$ cat src/rtl/booth_pp_issue.sv
// Multiplier stage-M1: operand register, valid/ready pipeline control into M2,
// and radix-4 Booth partial-product generation transposed into product columns.
module booth_pp_issue #(
  parameter int unsigned COLS = 66,
  parameter int unsigned NPP  = 17
) (
  input  logic                 mul_clk,
  input  logic                 reset,
  input  logic                 in_valid,
  output logic                 in_ready,
  input  logic [31:0]          in_src1,
  input  logic [31:0]          in_src2,
  input  logic                 in_signed,
  input  logic                 in_high,
  input  logic                 cancel,
  output logic [COLS*NPP-1:0]  pp_cols,
  output logic [NPP-1:0]       neg_bits,
  output logic                 M1_ready_go,
  output logic                 M1_out_ready,
  output logic                 m1_valid,
  output logic                 m2_valid,
  output logic                 m2_high,
  input  logic                 m2_ready
);

  logic [31:0] src1_q, src2_q;
  logic        signed_q, high_q;
  logic        m1_valid_q, m1_valid_d;
  logic        m2_valid_q, m2_valid_d;
  logic        m2_high_q, m2_high_d;
  logic        accept, advance, consume, load_ops;

  assign M1_ready_go  = m1_valid_q;
  assign M1_out_ready = !m2_valid_q || m2_ready;
  assign advance      = M1_ready_go && M1_out_ready;
  assign in_ready     = !m1_valid_q || advance;
  assign accept       = in_valid && in_ready;
  assign consume      = m2_valid_q && m2_ready;
  assign load_ops     = accept && !cancel;

  assign m1_valid = m1_valid_q;
  assign m2_valid = m2_valid_q;
  assign m2_high  = m2_high_q;

  always_comb begin
    m1_valid_d = m1_valid_q;
    m2_valid_d = m2_valid_q;
    m2_high_d  = m2_high_q;
    if (cancel) begin
      m1_valid_d = 1'b0;
      m2_valid_d = 1'b0;
    end else begin
      if (accept) begin
        m1_valid_d = 1'b1;
      end else if (advance) begin
        m1_valid_d = 1'b0;
      end
      if (advance) begin
        m2_valid_d = 1'b1;
        m2_high_d  = high_q;
      end else if (consume) begin
        m2_valid_d = 1'b0;
      end
    end
  end

  always_ff @(posedge mul_clk) begin
    if (reset) begin
      src1_q     <= '0;
      src2_q     <= '0;
      signed_q   <= 1'b0;
      high_q     <= 1'b0;
      m1_valid_q <= 1'b0;
      m2_valid_q <= 1'b0;
      m2_high_q  <= 1'b0;
    end else begin
      if (load_ops) begin
        src1_q   <= in_src1;
        src2_q   <= in_src2;
        signed_q <= in_signed;
        high_q   <= in_high;
      end
      m1_valid_q <= m1_valid_d;
      m2_valid_q <= m2_valid_d;
      m2_high_q  <= m2_high_d;
    end
  end

  logic [32:0]     x33, y33;
  logic [COLS-1:0] x1, x2;
  logic [34:0]     yext;
  logic [COLS-1:0] pp [NPP];
  logic [2:0]      grp;
  logic [COLS-1:0] mult;
  logic            neg, zero;

  assign x33  = {signed_q & src1_q[31], src1_q};
  assign y33  = {signed_q & src2_q[31], src2_q};
  assign x1   = {{(COLS-33){x33[32]}}, x33};
  assign x2   = {x1[COLS-2:0], 1'b0};
  // yext[k] holds y[k-1]: bit 0 is the implicit y[-1], bit 34 repeats y[32].
  assign yext = {y33[32], y33, 1'b0};

  always_comb begin
    neg_bits = '0;
    grp      = '0;
    mult     = '0;
    neg      = 1'b0;
    zero     = 1'b1;
    for (int unsigned i = 0; i < NPP; i++) begin
      grp = yext[2*i +: 3];
      unique case (grp)
        3'b001, 3'b010: begin mult = x1; neg = 1'b0; zero = 1'b0; end
        3'b011:         begin mult = x2; neg = 1'b0; zero = 1'b0; end
        3'b100:         begin mult = x2; neg = 1'b1; zero = 1'b0; end
        3'b101, 3'b110: begin mult = x1; neg = 1'b1; zero = 1'b0; end
        default:        begin mult = '0; neg = 1'b0; zero = 1'b1; end
      endcase
      pp[i]       = zero ? '0 : ((neg ? ~mult : mult) << (2*i));
      neg_bits[i] = neg;
    end
  end

  always_comb begin
    pp_cols = '0;
    for (int unsigned j = 0; j < COLS; j++) begin
      for (int unsigned i = 0; i < NPP; i++) begin
        pp_cols[j*NPP + i] = pp[i][j];
      end
    end
  end

endmodule

$ cat config.mk
export PLATFORM = sky130hd
export DESIGN_NAME = booth_pp_issue
export DESIGN_NICKNAME = d
export VERILOG_FILES = /design/src/rtl/booth_pp_issue.sv
export SDC_FILE = /design/constraint.sdc
export NUM_CORES = 1
export LEC_CHECK = 0
export ABC_AREA = 1
export CAP_MARGIN = 20
export CORE_AREA = 4 4 469 471
export DETAILED_ROUTE_END_ITERATION = 16
export DIE_AREA = 0 0 473 475
export PLACE_DENSITY = 0.3
export SETUP_SLACK_MARGIN = 0.3
export SLEW_MARGIN = 20
export SYNTH_ARGS = -nofsm -noshare
export SYNTH_HDL_FRONTEND = slang
export SYNTH_SLANG_ARGS = --single-unit
$ cat constraint.sdc
create_clock -name mul_clk -period 8.3 [get_ports mul_clk]
set_input_delay 2.075 -clock mul_clk [delete_from_list [all_inputs] [get_ports mul_clk]]
set_output_delay 2.075 -clock mul_clk [all_outputs]
set_load 0.01 [all_outputs]
==> qor.csv, run 1 <==
stage,metric,value,unit
route,DRC,0,
timing,post-route clock skew,0.02158,ns
placement,dpl hpwl,148900,µm
clock_tree,CTS Root Cell,clkbuf_16,
timing,Slew HR,0.2194,
timing,worst slew pin tran,1.171,ns
route,Post-DRT Antenna Nets,0,
timing,crit path time final,5.982,ns
timing,RSZ-0062 raised after global routing,false,
timing,TNS Setup,0,ns
global_route,"Remaining Overflow, GRT",0,
route,Vias/cell,3.898,
global_route,antenna violations before repair,16,
timing,final setup fails,0,
worst_setup_path,Crit-path slowest cell,nor2_1,
logic_synthesis,Synth cell types,25,
timing,final period utilization,0.7207,
worst_setup_path,"slowest stage delay, CP",0.82,ns
logic_synthesis,Synth Area in Compound Gates,0.07790,
floorplan,chip width,473,µm
worst_setup_path,Worst EP required,6.23,ns
route,Detailed Route Iter0 Violations,2533,
finish,Layout Nets,5237,
logic_synthesis,Yosys reg bits,69,
worst_setup_path,Crit. End Element,output port,
placement,port bufs,940,
worst_setup_path,CP Launch Type,flop,
logic_synthesis,"Seq/Total Area, Yosys",0.05902,
logic_synthesis,Post-Synth Simple-Gate Area,0.5169,
hold_path,Worst Hold Class,reg -> reg,
logic_synthesis,Synth Area in XOR/XNOR,0.01647,
flow_run,max cap viols,0,
power,switching portion of total power,0.5674,
placement,Cells after DPL,8008,
worst_setup_path,crit-path cells,nand2_1 -> inv_2 -> buf_4 -> xor2_1 -> nor2_1 -> buf_4 -> clkdlybuf4s50_1,
timing,final hold violations,0,
logic_synthesis,Syn Inst Count,4747,
logic_synthesis,syn_area_per_cell,4.930,µm²
power,internal power,0.001573,W
floorplan,I/O Pins,1216,
global_route,largest net degree at the start of global routing,65,
power,Net Switching,0.002063,W
floorplan,starting density of the core,0.1083,
clock_tree,H-tree depth,3,
clock_tree,cts repair resizes,0,
route,per-cell routed wire length,24.96,µm
worst_setup_path,Critical Path AT,3.91,ns
clock_tree,"Clk pin slew, worst setup/hold paths",0.09,ns
floorplan,core footprint,216100,µm²
floorplan,die height,475,µm
timing,fin. max-slew vios,0,
clock_tree,post-CTS setup buffer count,0,
clock_tree,CTS Buffer Depth,2,
clock_tree,cts hold-fix bufs,0,
timing,FMAX,0.1672,GHz
route,total number of vias,31320,
power,Sequential Power Share,0.114,
logic_synthesis,synthesized cell area,23400,µm²
floorplan,Cell Rows,171,
placement,GP Congestion,0.7635,
global_route,gr usage total,0.1687,
clock_tree,"Clk Latency, worst-skew pair",0.44,ns
finish,synth-to-layout area growth,42.11,%
power,P_leak,17.57,nW
logic_synthesis,Adder-Cell Fraction of Synth Area,0,
power,clock share of power,0.133,
worst_setup_path,worst-path maximum fanout,31,
logic_synthesis,synth warn,0,
finish,Non-Filler Instances,8035,
power,Pwr Density,109.3,nW/µm²
worst_setup_path,most used cell along the critical path,buf_4,
outcome,status,finished clean,
route,Post-Route WL,200500,µm
global_route,first-pass GRT wire length,260800,µm
finish,layout cells sized above 1,0.04622,
clock_tree,TritonCTS buffer count,9,
logic_synthesis,largest family of logic cells by synthesized area,simple AND/OR/NAND/NOR gates,
power,peak supply drop,0.09549,mV
floorplan,die footprint,224700,µm²
clock_tree,CTS tree,done,
global_route,number of global-route vias before repair,28210,
worst_setup_path,Setup CP Type,reg -> out,
clock_tree,clock sinks,69,
power,share of total power in combinational logic,0.753,
route,Initial DRT Pass Iterations,9,
logic_synthesis,mux contribution to synthesized area,0,
## power groups by stage
| stage | Combinational [W] | Clock [W] | Sequential, W |
|---|---|---|---|
| global route | 0.00295 | 0.000515 | 0.000419 |
| CTS | 0.00279 | 0.000518 | 0.000416 |
| detailed placement | 0.00278 | 0 | 0.000424 |
| floorplan | 0.00142 | 0 | 0.000373 |
| global placement | 0.00278 | 0 | 0.000423 |
| finish | 0.00274 | 0.000484 | 0.000414 |
## through the flow
step | util | area, µm² | hold WS (ns) | worst slack, ns | power, W
finish | 0.1539 | 33260 | 0.4558 | 2.318 | 0.003636
global route | 0.1538 | 33240 | 0.5092 | 2.082 | 0.003881
CTS | 0.1536 | 33190 | 0.4627 | 2.066 | 0.003722
detailed placement | 0.1522 | 32890 | 0.4483 | 2.606 | 0.003199
global placement | 0.1516 | 32760 | 0.4409 | 2.586 | 0.003201
floorplan | - | 24430 | 0.4495 | 3.097 | 0.001792
## worst max-delay path, delay by kind of cell (launching register included)
family,cells,cell delay (ns)
and+or+nand+nor,2,1.00
buffers and inverters,4,1.60
DFF,1,0.71
xor gates and xnor gates,1,0.11
## area by class of cell
cell class	count	area, µm²
Antenna cell	10	25.02
Clock buffer	9	225.2
Clock inverter	7	73.82
Fill cell	25100	182800
Inverter	509	1914
Multi-Input combinational cell	3531	15730
Sequential cell	69	1416
Tap cell	2854	3571
Timing Repair Buffer	1046	10300
## metal layers
metal  track usage  wire [µm]  share of wire  vias up
li1              -          -              -    14840
met1        0.2113      85010           0.42    14960
met2        0.2927      96080           0.48     1354
met3       0.03634      14350          0.072      164
met4       0.04096       5091          0.025        0
met5             0          0              0        -
## kinds of logic (layout without fill, tap and decap cells)
kind of cell           Yosys count  after routing
flip-flops                      69             69
AND/OR/NAND/NOR               2888           2888
AO/OA/AOI/OAI                  324            324
other                            1            285
XOR/XNOR                        44             44
buffers and inverters         1421           1571
## path summary, 6_finish.rpt
path                from      endpoint  slack (ns)  cells after the start
max           src1_q[31]  pp_cols[981]        2.32                      7
min              m2_high       m2_high        0.46                      2
max reg2reg  M1_ready_go    src2_q[29]        6.00                      5
min reg2reg      m2_high       m2_high        0.46                      2
## sequential cells by signal (all words and copies together) (netlist names)
register	flops
m2_high	1
src1_q	32
signed_q	1
m2_valid	1
src2_q	32
high_q	1
M1_ready_go	1
## placed cells by master, fill, tap and decap left out, types with 3 or more instances in the layout
| master | netlist | final |
|---|---|---|
| nand2_1 | 1867 | 1845 |
| clkdlybuf4s50_1 | 0 | 940 |
| nand3_1 | 900 | 900 |
| inv_1 | 489 | 488 |
| conb_1 | 1 | 275 |
| o21ai_0 | 110 | 110 |
| buf_4 | 554 | 101 |
| nor2_1 | 92 | 87 |
| a21oi_1 | 72 | 68 |
| o211ai_1 | 62 | 62 |
| dfxtp_1 | 69 | 47 |
| xor2_1 | 44 | 44 |
| o21ai_1 | 46 | 33 |
| o22ai_1 | 31 | 31 |
| nor2_4 | 12 | 30 |
| inv_2 | 18 | 19 |
| dfxtp_2 | 0 | 19 |
| nand2_2 | 0 | 16 |
| o21ai_4 | 0 | 13 |
| diode_2 | 0 | 10 |
| clkbuf_16 | 0 | 9 |
| nand2_4 | 0 | 6 |
| buf_16 | 0 | 5 |
| a21oi_4 | 0 | 3 |
| nor2_2 | 16 | 3 |
| inv_8 | 0 | 3 |
| dfxtp_4 | 0 | 3 |
## synth_stat cells, drive strengths merged
| cell type | n | area [µm²] |
|---|---|---|
| dfxtp | 69 | 1381 |
| clkbuf | 89 | 335.3 |
| buf | 823 | 5463 |
| nor3 | 1 | 5.000 |
| o22ai | 31 | 193.9 |
| xor2 | 44 | 385.4 |
| conb | 1 | 3.750 |
| o21ai | 156 | 780.8 |
| a22oi | 1 | 7.510 |
| nand2 | 1867 | 7008 |
| inv | 508 | 1909 |
| a211oi | 2 | 15.01 |
| o211ai | 62 | 465.5 |
| nand3 | 900 | 4504 |
| nor2 | 120 | 580.6 |
| a21oi | 72 | 360.4 |
| clkinv | 1 | 3.750 |
(Power assumes the default switching activity.)
==> inputs of run 2 (changes only) <==
Settings changed: CORE_AREA 4 4 469 471 to 4 4 467 469, DIE_AREA 0 0 473 475 to 0 0 471 473.
Clock period 8.3 ns to 5.2 ns, I/O delays scaled along.
==> qor.csv, run 2 (synthesis gave the netlist of run 1 again) <==
stage,metric,value,unit,change
outcome,status,finished clean,,unchanged
timing,TNS Setup,0,ns,unchanged
timing,final period utilization,0.8781,,
clock_tree,post-CTS setup buffer count,0,,unchanged
route,DRC,0,,unchanged
route,Post-DRT Antenna Nets,0,,unchanged
floorplan,I/O Pins,1216,,unchanged
worst_setup_path,"slowest stage delay, CP",0.65,ns,was 0.82 ns
global_route,first-pass GRT wire length,265000,µm,was 260800 µm
floorplan,Cell Rows,170,,was 171
worst_setup_path,Worst R2R Start,M1_ready_go,,unchanged
finish,synth-to-layout area growth,43.72,%,was 42.11%
global_route,antenna violations before repair,35,,was 16
timing,final hold violations,0,,unchanged
global_route,gr usage total,0.1717,,was 0.1687
finish,largest registers,"src1_q (32), src2_q (32)",,unchanged
timing,fin. max-slew vios,0,,unchanged
timing,FMAX,0.2190,GHz,
clock_tree,TritonCTS buffer count,9,,unchanged
route,Post-Route WL,201800,µm,was 200500 µm
floorplan,core footprint,214000,µm²,was 216100 µm²
power,P_leak,17.80,nW,was 17.57 nW
worst_setup_path,worst-path maximum fanout,19,,was 31
worst_setup_path,Setup CP Type,reg -> out,,unchanged
floorplan,die height,473,µm,was 475 µm
global_route,met2 Use GR,0.2863,,was 0.2927
timing,RSZ-0062 raised after global routing,false,,unchanged
timing,crit path time final,4.566,ns,
route,total number of vias,31510,,was 31320
route,Initial DRT Pass Iterations,5,,was 9
route,Detailed Route Iter0 Violations,2341,,was 2533
global_route,met3 usage,0.03449,,was 0.03634
finish,layout cells sized above 1,0.05579,,was 0.04622
worst_setup_path,Crit-path slowest cell,dfxtp_1,,was nor2_1
clock_tree,cts repair resizes,0,,unchanged
worst_setup_path,R2R setup slack,3.33,ns,was 6.00 ns
clock_tree,CTS Buffer Depth,2,,unchanged
worst_setup_path,worst setup path startpoint,src2_q[3],,was src1_q[31]
floorplan,chip width,471,µm,was 473 µm
global_route,Global Route met1 Usage,0.2210,,was 0.2113
global_route,largest net degree at the start of global routing,65,,unchanged
power,Pwr Density,173.9,nW/µm²,was 109.3 nW/µm²
clock_tree,"Clk pin slew, worst setup/hold paths",0.10,ns,was 0.09 ns
global_route,"Most Used Layer, Global Route",met2,,unchanged
placement,GP Congestion,0.7694,,was 0.7635
placement,dpl hpwl,154500,µm,was 148900 µm
power,Power Total,0.005850,W,was 0.003636 W
hold_path,Worst Hold Class,reg -> reg,,unchanged
route,Vias/cell,3.906,,was 3.898
timing,worst slew pin tran,1.097,ns,was 1.171 ns
timing,Slew HR,0.2664,,was 0.2194
clock_tree,CTS Root Cell,clkbuf_16,,unchanged
clock_tree,clock sinks,69,,unchanged
floorplan,die footprint,222800,µm²,was 224700 µm²
worst_setup_path,CP Launch Type,flop,,unchanged
clock_tree,H-tree depth,3,,unchanged
clock_tree,"Clk Latency, worst-skew pair",0.44,ns,about the same
worst_setup_path,Crit. End Element,output port,,unchanged
clock_tree,cts hold-fix bufs,0,,unchanged
global_route,"Remaining Overflow, GRT",0,,unchanged
timing,post-route clock skew,0.02891,ns,was 0.02158 ns
power,peak supply drop,0.1892,mV,was 0.09549 mV
worst_setup_path,crit-path cells,nor2_1 -> nor2_4 -> buf_4 -> nand2_1 -> xor2_1 -> clkdlybuf4s50_1,,was nand2_1 -> inv_2 -> buf_4 -> xor2_1 -> nor2_1 -> buf_4 -> clkdlybuf4s50_1
route,per-cell routed wire length,25.02,µm,was 24.96 µm
finish,Filler cells,25050,,was 25100
clock_tree,CTS tree,done,,unchanged
worst_setup_path,worst r2r dst,src2_q[15],,was src2_q[29]
worst_setup_path,Worst EP required,3.90,ns,was 6.23 ns
finish,"commonest non-fill, non-tap cells in the layout","1845 x nand2_1, 937 x clkdlybuf4s50_1, 900 x nand3_1",,"was 1845 x nand2_1, 940 x clkdlybuf4s50_1, 900 x nand3_1"
worst_setup_path,Worst setup endpoint,pp_cols[70],,was pp_cols[981]
worst_setup_path,Critical Path AT,3.27,ns,was 3.91 ns
flow_run,max cap viols,0,,unchanged
worst_setup_path,reg2reg path depth,5,,unchanged
finish,"commonest non-fill, non-tap cell in the layout",nand2_1,,unchanged
global_route,number of global-route vias before repair,29120,,was 28210
timing,final setup fails,0,,unchanged
placement,port bufs,940,,unchanged
finish,Layout Nets,5282,,was 5237
floorplan,starting density of the core,0.1094,,was 0.1083
run 2: area by class of cell:
type                            instances  area, µm²  share of cell area
Antenna cell                           12      30.03           0.0008928
Clock inverter                          6      51.30            0.001525
Timing Repair Buffer                 1091      10710              0.3183
Sequential cell                        69       1421             0.04226
Inverter                              509       1916             0.05695
Multi-Input combinational cell       3531      15710              0.4671
Tap cell                             2838       3551              0.1056
Clock buffer                           10      250.2            0.007440
run 2: how the worst min path moves through the flow:
| stage | start | end | slack, ns | cells past startpoint |
|---|---|---|---|---|
| global route | m2_high | m2_high | 0.48 | 2 |
| finish | m2_high | m2_high | 0.47 | 2 |
| floorplan | high_q | high_q | 0.45 | 2 |
| global placement | m2_high | m2_high | 0.44 | 2 |
| detailed placement | m2_high | m2_high | 0.45 | 2 |
| CTS | m2_high | m2_high | 0.46 | 2 |
run 2: critical path, delay by kind of cell, from the launching register on:
kind | cells | cell delay [ns]
buffers and inverters | 2 | 1.06
and+or+nand+nor | 3 | 0.86
DFF | 1 | 0.65
xor gates and xnor gates | 1 | 0.23
run 2: where the power goes:
group          total (W)  internal [W]  switching (W)
Combinational    0.00436       0.00164        0.00272
Sequential      0.000711      0.000566       0.000145
Clock           0.000783      0.000363       0.000420
run 2: routing by layer:
metal	part of all wire	vias to the layer above
li1	-	14950
met1	0.44	15070
met2	0.46	1353
met3	0.063	142
met4	0.031	0
met5	0	-
run 2: stage by stage:
stage | area [µm²] | cells | worst slack (ns) | hold WS, ns | util
3_5_place_dp | 33300 | 8038 | 1.015 | 0.4492 | 0.1556
2_1_floorplan | 24430 | 5021 | 0.7723 | 0.4495 | -
4_1_cts | 33600 | 8054 | 0.4676 | 0.4628 | 0.1570
5_1_grt | 33610 | 8057 | 0.4440 | 0.4756 | 0.1571
3_3_place_gp | 33280 | 8037 | 1.037 | 0.4438 | 0.1555
6_report | 33630 | 8066 | 0.6337 | 0.4665 | 0.1572
